==> config.mk <==
export PLATFORM = sky130hd
export DESIGN_NAME = trace_frame_ctrl
export DESIGN_NICKNAME = d
export VERILOG_FILES = /design/src/rtl/trace_frame_ctrl.sv
export SDC_FILE = /design/constraint.sdc
export NUM_CORES = 1
export LEC_CHECK = 0
export CAP_MARGIN = 0
export CORE_ASPECT_RATIO = 1.2
export CORE_MARGIN = 5
export CORE_UTILIZATION = 45
export DETAILED_ROUTE_END_ITERATION = 10
export GPL_ROUTABILITY_DRIVEN = 0
export GPL_TIMING_DRIVEN = 0
export PLACE_DENSITY_LB_ADDON = 0.05
export SKIP_CTS_REPAIR_TIMING = 1
export SKIP_LAST_GASP = 1
export SYNTH_ARGS = -nofsm -noshare
export SYNTH_HDL_FRONTEND = slang
export SYNTH_SLANG_ARGS = --single-unit
==> constraint.sdc <==
create_clock -name clk -period 7.6 [get_ports clk]
set_input_delay 1.52 -clock clk [delete_from_list [all_inputs] [get_ports clk]]
set_output_delay 1.52 -clock clk [all_outputs]
set_load 0.005 [all_outputs]
==> src/rtl/trace_frame_ctrl.sv <==
// trace_frame_ctrl: assembles 8-word trace frames from a trace interface into
// a 16-word (two-frame) circular buffer, exposing only committed frames on a
// valid/ready read port.
// Optional build macro: TRACE_FRAME_STATS_EN enables the saturating
// frameCount / dropCount statistics; without it both outputs are tied to zero.
module trace_frame_ctrl (
    input  logic        clk,
    input  logic        rst,
    input  logic        WdAvail,
    input  logic [15:0] PacketWd,
    input  logic        PacketReset,
    input  logic        sync,
    input  logic [1:0]  cfgWidth,
    output logic [1:0]  width,
    output logic [15:0] FrWord,
    output logic        FrValid,
    input  logic        FrReady,
    output logic        FrLast,
    output logic        inSync,
    output logic [15:0] frameCount,
    output logic [15:0] dropCount
);

    typedef enum logic [1:0] {
        HUNT    = 2'd0,
        WAIT    = 2'd1,
        FILL    = 2'd2,
        DISCARD = 2'd3
    } state_t;

    state_t      state, state_n;
    logic [2:0]  idx, idx_n;
    logic [4:0]  wp, wp_n;
    logic [4:0]  cp, cp_n;
    logic [4:0]  rp, rp_n;
    logic [1:0]  width_n;
    logic [4:0]  free;
    logic        we;
    logic        pop;
    logic [15:0] mem [16];

`ifdef TRACE_FRAME_STATS_EN
    logic        frame_inc;
    logic        drop_inc;
    logic [15:0] frame_cnt;
    logic [15:0] drop_cnt;
`endif

    // Free space counts uncommitted words too; at a frame start wp==cp, so a
    // frame is only admitted when all 8 of its words are guaranteed to fit,
    // which is what keeps the buffer from ever being written while full.
    assign free    = 5'd16 - (wp - rp);
    assign FrValid = (cp != rp);
    assign pop     = FrValid && FrReady;
    assign FrWord  = FrValid ? mem[rp[3:0]] : '0;
    assign FrLast  = FrValid && (rp[2:0] == 3'd7);
    assign inSync  = (state != HUNT);

    // Next-state, pointer and width decisions for the frame assembler.
    always_comb begin
        state_n = state;
        idx_n   = idx;
        wp_n    = wp;
        cp_n    = cp;
        width_n = width;
        we      = 1'b0;
        rp_n    = rp + {4'd0, pop};
`ifdef TRACE_FRAME_STATS_EN
        frame_inc = 1'b0;
        drop_inc  = 1'b0;
`endif
        case (state)
            HUNT: begin
                width_n = cfgWidth;
                if (sync) begin
                    state_n = WAIT;
                end
            end
            WAIT: begin
                if (!sync) begin
                    state_n = HUNT;
                    idx_n   = '0;
                end else if (PacketReset) begin
                    state_n = FILL;
                    idx_n   = '0;
                end
            end
            FILL, DISCARD: begin
                if (!sync) begin
                    state_n = HUNT;
                    wp_n    = cp;
                    idx_n   = '0;
                end else if (PacketReset) begin
                    state_n = FILL;
                    wp_n    = cp;
                    idx_n   = '0;
                end else if (WdAvail) begin
                    if (state == DISCARD) begin
                        if (idx == 3'd7) begin
                            state_n = FILL;
                            idx_n   = '0;
                        end else begin
                            idx_n = idx + 3'd1;
                        end
                    end else if ((idx == 3'd0) && (free < 5'd8)) begin
                        state_n = DISCARD;
                        idx_n   = 3'd1;
`ifdef TRACE_FRAME_STATS_EN
                        drop_inc = 1'b1;
`endif
                    end else begin
                        we    = 1'b1;
                        wp_n  = wp + 5'd1;
                        idx_n = idx + 3'd1;
                        if (idx == 3'd7) begin
                            cp_n  = wp + 5'd1;
                            idx_n = '0;
`ifdef TRACE_FRAME_STATS_EN
                            frame_inc = 1'b1;
`endif
                        end
                    end
                end
            end
            default: begin
                state_n = HUNT;
                idx_n   = '0;
            end
        endcase
    end

    // State, pointer and width registers; reset discards all buffered data.
    always_ff @(posedge clk) begin
        if (rst) begin
            state <= HUNT;
            idx   <= '0;
            wp    <= '0;
            cp    <= '0;
            rp    <= '0;
            width <= cfgWidth;
        end else begin
            state <= state_n;
            idx   <= idx_n;
            wp    <= wp_n;
            cp    <= cp_n;
            rp    <= rp_n;
            width <= width_n;
        end
    end

    // Frame word storage; contents are left untouched by reset.
    always_ff @(posedge clk) begin
        if (!rst && we) begin
            mem[wp[3:0]] <= PacketWd;
        end
    end

`ifdef TRACE_FRAME_STATS_EN
    // Saturating committed-frame and dropped-frame counters.
    always_ff @(posedge clk) begin
        if (rst) begin
            frame_cnt <= '0;
            drop_cnt  <= '0;
        end else begin
            if (frame_inc && (frame_cnt != '1)) begin
                frame_cnt <= frame_cnt + 16'd1;
            end
            if (drop_inc && (drop_cnt != '1)) begin
                drop_cnt <= drop_cnt + 16'd1;
            end
        end
    end

    assign frameCount = frame_cnt;
    assign dropCount  = drop_cnt;
`else
    assign frameCount = '0;
    assign dropCount  = '0;
`endif

endmodule

==> results of run 1 <==
==> registers in the layout, indices dropped and copies added, names as in the netlist <==
name / cells
cp: 5
idx: 3
mem: 256
rp: 5
state: 2
width: 2
wp: 5
==> Yosys cell counts, drive strengths merged, types with 2 or more instances <==
cell / number / area (sq um)
xor2: 6 / 71.3
a21oi: 3 / 15.0
mux4: 64 / 1440
a31o: 2 / 17.5
mux2: 2 / 26.3
o22ai: 2 / 18.8
nand2: 11 / 41.3
a21boi: 2 / 15.0
nand2b: 4 / 25.0
ha: 14 / 175
xnor2: 6 / 52.6
mux2i: 17 / 170
a31oi: 3 / 40.0
clkbuf: 16 / 60.1
nor2: 13 / 48.8
nor4: 3 / 48.8
a211oi: 34 / 255
a32o: 2 / 20.0
and4: 13 / 114
o21ai: 5 / 25.0
a311oi: 2 / 17.5
nand3: 8 / 45.0
o211a: 4 / 40.0
o211ai: 5 / 51.3
a221oi: 2 / 23.8
inv: 12 / 45.0
dfxtp: 20 / 400
nor3: 8 / 67.6
and3: 6 / 37.5
buf: 49 / 333
nor2b: 21 / 131
edfxtp: 258 / 7750
==> metrics by stage <==
step                worst slack (ns)  std cells
floorplan                       4.27        656
global placement                3.03       1030
detailed placement              2.99       1030
CTS                             2.41       1082
global route                    2.26       1082
finish                          2.38       1082
==> area by class of cell <==
type / count / area, sq um / share of cell area, %
Clock inverter: 22 / 259 / 1.90
Clock buffer: 30 / 729 / 5.34
Timing Repair Buffer: 44 / 440 / 3.22
Buffer: 65 / 393 / 2.88
Sequential cell: 278 / 8150 / 59.7
Multi-Input combinational cell: 301 / 3230 / 23.7
Inverter: 12 / 45.0 / 0.330
Tap cell: 330 / 413 / 3.02
==> how the worst max path moves through the flow <==
stage | cells after the start | to | slack [ns]
3_5_place_dp | 6 | FrWord[6] | 2.99
4_1_cts | 6 | FrWord[6] | 2.41
3_3_place_gp | 6 | FrWord[6] | 3.03
2_1_floorplan | 5 | mem[11][0]$_DFFE_PP_ | 4.27
6_report | 6 | FrWord[6] | 2.38
5_1_grt | 6 | FrWord[6] | 2.26
==> worst register-to-register path: stages (launching register included) <==
cell and delay, ns:
dfxtp_1 0.31, clkbuf_1 0.32, inv_1 0.10, clkbuf_1 0.23, ha_1 0.35, ha_1 0.31, a31oi_2 0.36, nor3_4 0.13
nor3_4 0.33, buf_6 0.18, and4_1 0.87
==> kinds of logic (layout without fill, tap and decap cells) <==
logic type      Yosys count  count (layout)  share of synthesized area, %
buf+inv                  77             173                          3.74
flops                   278             278                          69.6
mux                      83              83                          14.0
other cells               1              32                        0.0321
simple gates             90              90                          4.97
fa+ha+maj                14              14                          1.50
compound gates           69              69                          4.84
xor+xnor                 13              13                          1.27
==> routing by layer <==
metal	part of all wire [%]	track usage (%)	wire (um)	up-vias
met5	0	0	0	-
met4	2.1	4.24	564	0
met3	4.3	2.59	1120	36
met2	54	33.0	14300	150
met1	39	23.0	10300	3182
li1	-	-	-	2694
==> power by group <==
group / switching, uW / internal, uW / total [uW]
Combinational: 44.0 / 28.6 / 72.6
Clock: 565 / 896 / 1460
Sequential: 0.676 / 1670 / 1670
Total: 610 / 2600 / 3210
==> metrics, run 1 <==
RR Startpoint wp[2]$_SDFFE_PP0P_; Initial Util 45.8%; hold path start cp[1]$_SDFFE_PP0P_; max-slew violation count 0; maximum fanout along the worst path 10; Power Total 3210 uW; minimum clock period after layout 5.22 ns; Hold WS 0.530 ns; row cnt 64; Worst EP required 6.08 ns; DR pass1 iterations 4; Area Growth Syn to Fin 16.7%; clock-pin slew on the worst setup and hold paths 0.06 ns; Final Cycle Share 68.7%; crit path cell chain buf_2 -> clkbuf_1 -> clkbuf_1 -> a211oi_1 -> a211oi_1 -> clkdlybuf4s50_1; layout cells sized above 1 23.0%; Clock Latency Late Sink 0.53 ns; final design utilization 53.5%; clock root cell clkbuf_16; fill count 2036; Min-Delay Path Class reg2reg; worst vdd ir 0.158 mV; commonest non-fill, non-tap cell in the layout edfxtp_1; Slew @ Worst Pin 1.01 ns; die area 0.0293 sq mm; status finished, final reports clean; via/cell ratio 5.60; startpoint types flop; kind of critical path reg2out; H-tree levels 1; worst r2r path cells 10; Setup crit start rp[1]$_SDFF_PP0_; FF-to-FF setup slack 3.73 ns; final instance area 0.0137 sq mm; PwrDens 235 mW/mm^2; Post-DP HPWL 17500 um; Yosys cell types 54; crit-path leading delay family buffers and inverters; setup tns final 0 ns; Slew Limit Headroom 32.6%; Crit path largest cell delay 0.59 ns; commonest non-fill, non-tap cells in the layout edfxtp_1 (258), mux4_2 (64), clkdlybuf4s50_1 (44); final net count 768; register bit total from synthesis 278; Area after DPL 0.0127 sq mm; Die Span Y 187 um; ys flop type edfxtp_1; LEAKAGE 0.00442 uW; clock sink count 278; register area share after synthesis 69.6%; DRC Markers 0; Avg Cell Area, Syn 18.7 sq um; CTS Buf Count 28; Final Hold Vio Count 0; Post-synth EDFFs 258; clk buf depth 3; Post-Syn Instances 625; Ys Warns 0; first-pass GRT wire length 40200 um; top-level I/O count 77; Max Freq 191 MHz; Vias 6062; Max-cap violations 0; Bufs and invs on worst path 4; vias in the first global route 6575; initial antenna violation count 0; grt total ovfl 0; largest net degree at the start of global routing 17; share of synthesized flip-flops with an asynchronous set or reset 0%; Diodes inserted 0; RSZ-0062 raised after global routing false; hold depth 2; Detailed Route Iter0 Violations 323; CP endpoint kind output port; Worst Hold Path EP cp[1]$_SDFFE_PP0P_; cell area after synthesis 0.0117 sq mm; TritonCTS clock tree yes; r2r endpoint mem[11][9]$_DFFE_PP_; worst path arrival time 3.70 ns; routed wire length 26300 um; number of routed nets with antenna violations 0; DR WL/cell 24.3 um; GRT Util Overall 18.2%; Setup-failing EPs final 0; Die W 157 um; IO Port Bufs 44; CORE AREA 0.0255 sq mm; Slowest-stage cell, CP clkdlybuf4s50_1; clk_skew 0.00940 ns
(Power assumes the default switching activity.)
==> run 2, diff against run 1 <==
==> constraint.sdc (replaced) <==
create_clock -name clk -period 4.9 [get_ports clk]
set_input_delay 0.98 -clock clk [delete_from_list [all_inputs] [get_ports clk]]
set_output_delay 0.98 -clock clk [all_outputs]
set_load 0.005 [all_outputs]
==> results of run 2 <==
Same layout as run 1 (identical final DEF). Status: finished, final reports clean.
Main changes from that run: setup slack after placement 2.99 ns -> 0.830 ns; setup slack after layout 2.38 ns -> 0.216 ns; register-to-register setup slack 3.73 ns -> 1.03 ns; total power 3210 uW -> 4970 uW; worst IR drop on VDD 0.158 mV -> 0.245 mV
==> run 3, diff against run 2 <==
--- a/config.mk
+++ b/config.mk
@@ -5,6 +5,7 @@
 export SDC_FILE = /design/constraint.sdc
 export NUM_CORES = 1
 export LEC_CHECK = 0
+export ABC_AREA = 1
 export CAP_MARGIN = 0
 export CORE_ASPECT_RATIO = 1.2
 export CORE_MARGIN = 5
==> run 3 against run 2 <==
Sequential cell count is the same. Synthesized area up 1.0%. Largest cell class unchanged. Non-clock buffer count rose by 35. Global-route usage is 3.6 points higher.
==> metrics, run 3 <==
status finished, final reports clean; Yosys cell types 40; via/cell ratio 5.38; CTS Buf Count 29; Slew @ Worst Pin 0.986 ns; initial antenna violation count 0; Diodes inserted 0; register bit total from synthesis 278; setup tns final 0 ns; ys flop type edfxtp_1; Max Freq 235 MHz; max reg flops 256; Power Total 5250 uW; routed wire length 32400 um; Crit path largest cell delay 0.63 ns; DRC Markers 0; crit path cell chain inv_2 -> nor2_1 -> buf_2 -> nand2_1 -> a31oi_1 -> clkdlybuf4s50_1; maximum fanout along the worst path 10; commonest non-fill, non-tap cell in the layout edfxtp_1; clk buf depth 3; IO Port Bufs 44; Worst EP required 3.92 ns; top-count cell post-synth edfxtp_1; Slew Limit Headroom 33.8%; layout cells sized above 1 14.4%; startpoint types flop; clock-pin slew on the worst setup and hold paths 0.06 ns; vias in the first global route 7751; worst vdd ir 0.326 mV; Final Hold Vio Count 0; Synth top cells by count edfxtp_1 (258), nor2_1 (188), o21ai_0 (138); Slowest-stage cell, CP nor2_1; Die Span Y 188 um; share of synthesized flip-flops with an asynchronous set or reset 0%; Min-Delay Path Class reg2reg; row cnt 65; Area Growth Syn to Fin 18.3%; Vias 7895; Post-DP HPWL 21800 um; DR pass1 iterations 5; commonest non-fill, non-tap cells in the layout edfxtp_1 (258), nor2_1 (175), o21ai_0 (138); Clock Latency Late Sink 0.53 ns; kind of critical path reg2out; grt total ovfl 0; Max-cap violations 0; top cells by area, synth edfxtp_1 (66%), nor2_1 (6.0%), o21ai_0 (5.8%); CP endpoint kind output port; max-slew violation count 0; Ys Warns 0; Initial Util 45.3%; TritonCTS clock tree yes; Post-synth EDFFs 258; die area 0.0296 sq mm; cell area after synthesis 0.0118 sq mm; crit-path leading delay family buffers and inverters; PwrDens 376 mW/mm^2; Setup-failing EPs final 0; Area after DPL 0.0131 sq mm; share of the synthesized area in the top cell type 65.5%; Avg Cell Area, Syn 12.0 sq um; Final Cycle Share 86.8%; worst path arrival time 3.27 ns; Detailed Route Iter0 Violations 587; top-level I/O count 77; H-tree levels 1; final instance area 0.0140 sq mm; DR WL/cell 22.1 um; clock sink count 278; number of routed nets with antenna violations 0; GRT Util Overall 21.8%; clock root cell clkbuf_16; Post-Syn Instances 988; Bufs and invs on worst path 3; clk_skew 0.00798 ns; register area share after synthesis 68.9%; first-pass GRT wire length 48200 um; leading area contributor after synthesis edfxtp_1; minimum clock period after layout 4.25 ns; final net count 1149; Die W 158 um; LEAKAGE 0.00494 uW; largest net degree at the start of global routing 17; CORE AREA 0.0261 sq mm; RSZ-0062 raised after global routing false
## run 3: cell count changes after synthesis, moves of 13 or more
cell	change
nor2_1	+175
o21ai_0	+133
nand2_1	+75
mux4_2	-64
a211oi_1	-34
o22ai_1	+31
inv_1	+21
nor2b_1	-21
nand3_1	+20
o221ai_1	+18
mux2i_1	-17
a31oi_1	+16
and4_1	-13
## run 3: final cells by class
type,instances,area [sq um]
Timing Repair Buffer,61,681
Inverter,41,156
Clock buffer,39,793
Tap cell,335,419
Clock inverter,13,110
Multi-Input combinational cell,617,3190
Buffer,83,492
Fill cell,2268,12100
Sequential cell,278,8150
## run 3: worst paths after layout
path	startpoint	to	slack, ns	cells after the start
worst max register to register	wp[2]$_SDFFE_PP0P_	mem[11][10]$_DFFE_PP_	1.49	14
worst min register to register	idx[2]$_SDFFE_PP0P_	idx[2]$_SDFFE_PP0P_	0.50	2
worst max-delay path	rp[3]$_SDFF_PP0_	FrWord[14]	0.65	6
worst min-delay path	idx[2]$_SDFFE_PP0P_	idx[2]$_SDFFE_PP0P_	0.50	2
## run 3: kinds of logic (layout without fill, tap and decap cells)
logic type      after synthesis  after routing  share of synthesized area, %
simple gates                330            330                          12.1
flops                       278            278                          68.9
compound gates              233            233                          11.3
buf+inv                     124            237                          5.48
fa+ha+maj                    14             14                          1.48
xor+xnor                      8              8                         0.656
other cells                   1             32                        0.0317
## run 3: layer usage
metal  share of wire, %  wire (um)  GRT usage [%]
met5                  0          0              0
met4                2.1        672           5.74
met3                6.3       2060           2.49
met2                 52      16800           38.3
met1                 40      12900           28.7
## run 3: metrics by stage
| step | hold slack, ns | std cells | setup WS [ns] | utilization, % |
|---|---|---|---|---|
| final | 0.496 | 1467 | 0.647 | 53.6 |
| after global routing | 0.534 | 1467 | 0.583 | 53.6 |
| after CTS | 0.501 | 1467 | 0.731 | 53.6 |
| after detailed placement | 0.490 | 1415 | 1.24 | 50.1 |
| after global placement | 0.488 | 1398 | -0.236 | 49.0 |
| after floorplan | 0.455 | 1019 | 1.53 | - |
## run 3: where the power goes
group | switching [uW] | internal, uW
sequential | 35.9 | 2630
clock | 860 | 1230
combinational | 326 | 175
## run 3: worst reg2reg max path, stage by stage, from the launching register on
cell and delay [ns]:
dfxtp_1 0.31, clkbuf_1 0.28, inv_1 0.14, ha_1 0.32
ha_1 0.29, nand2_1 0.07, inv_1 0.04, nand2_2 0.06
nand2_2 0.06, nor2_1 0.16, nor2_4 0.08, nand2_4 0.09
nand4_4 0.16, nor3_2 0.78, buf_6 0.26
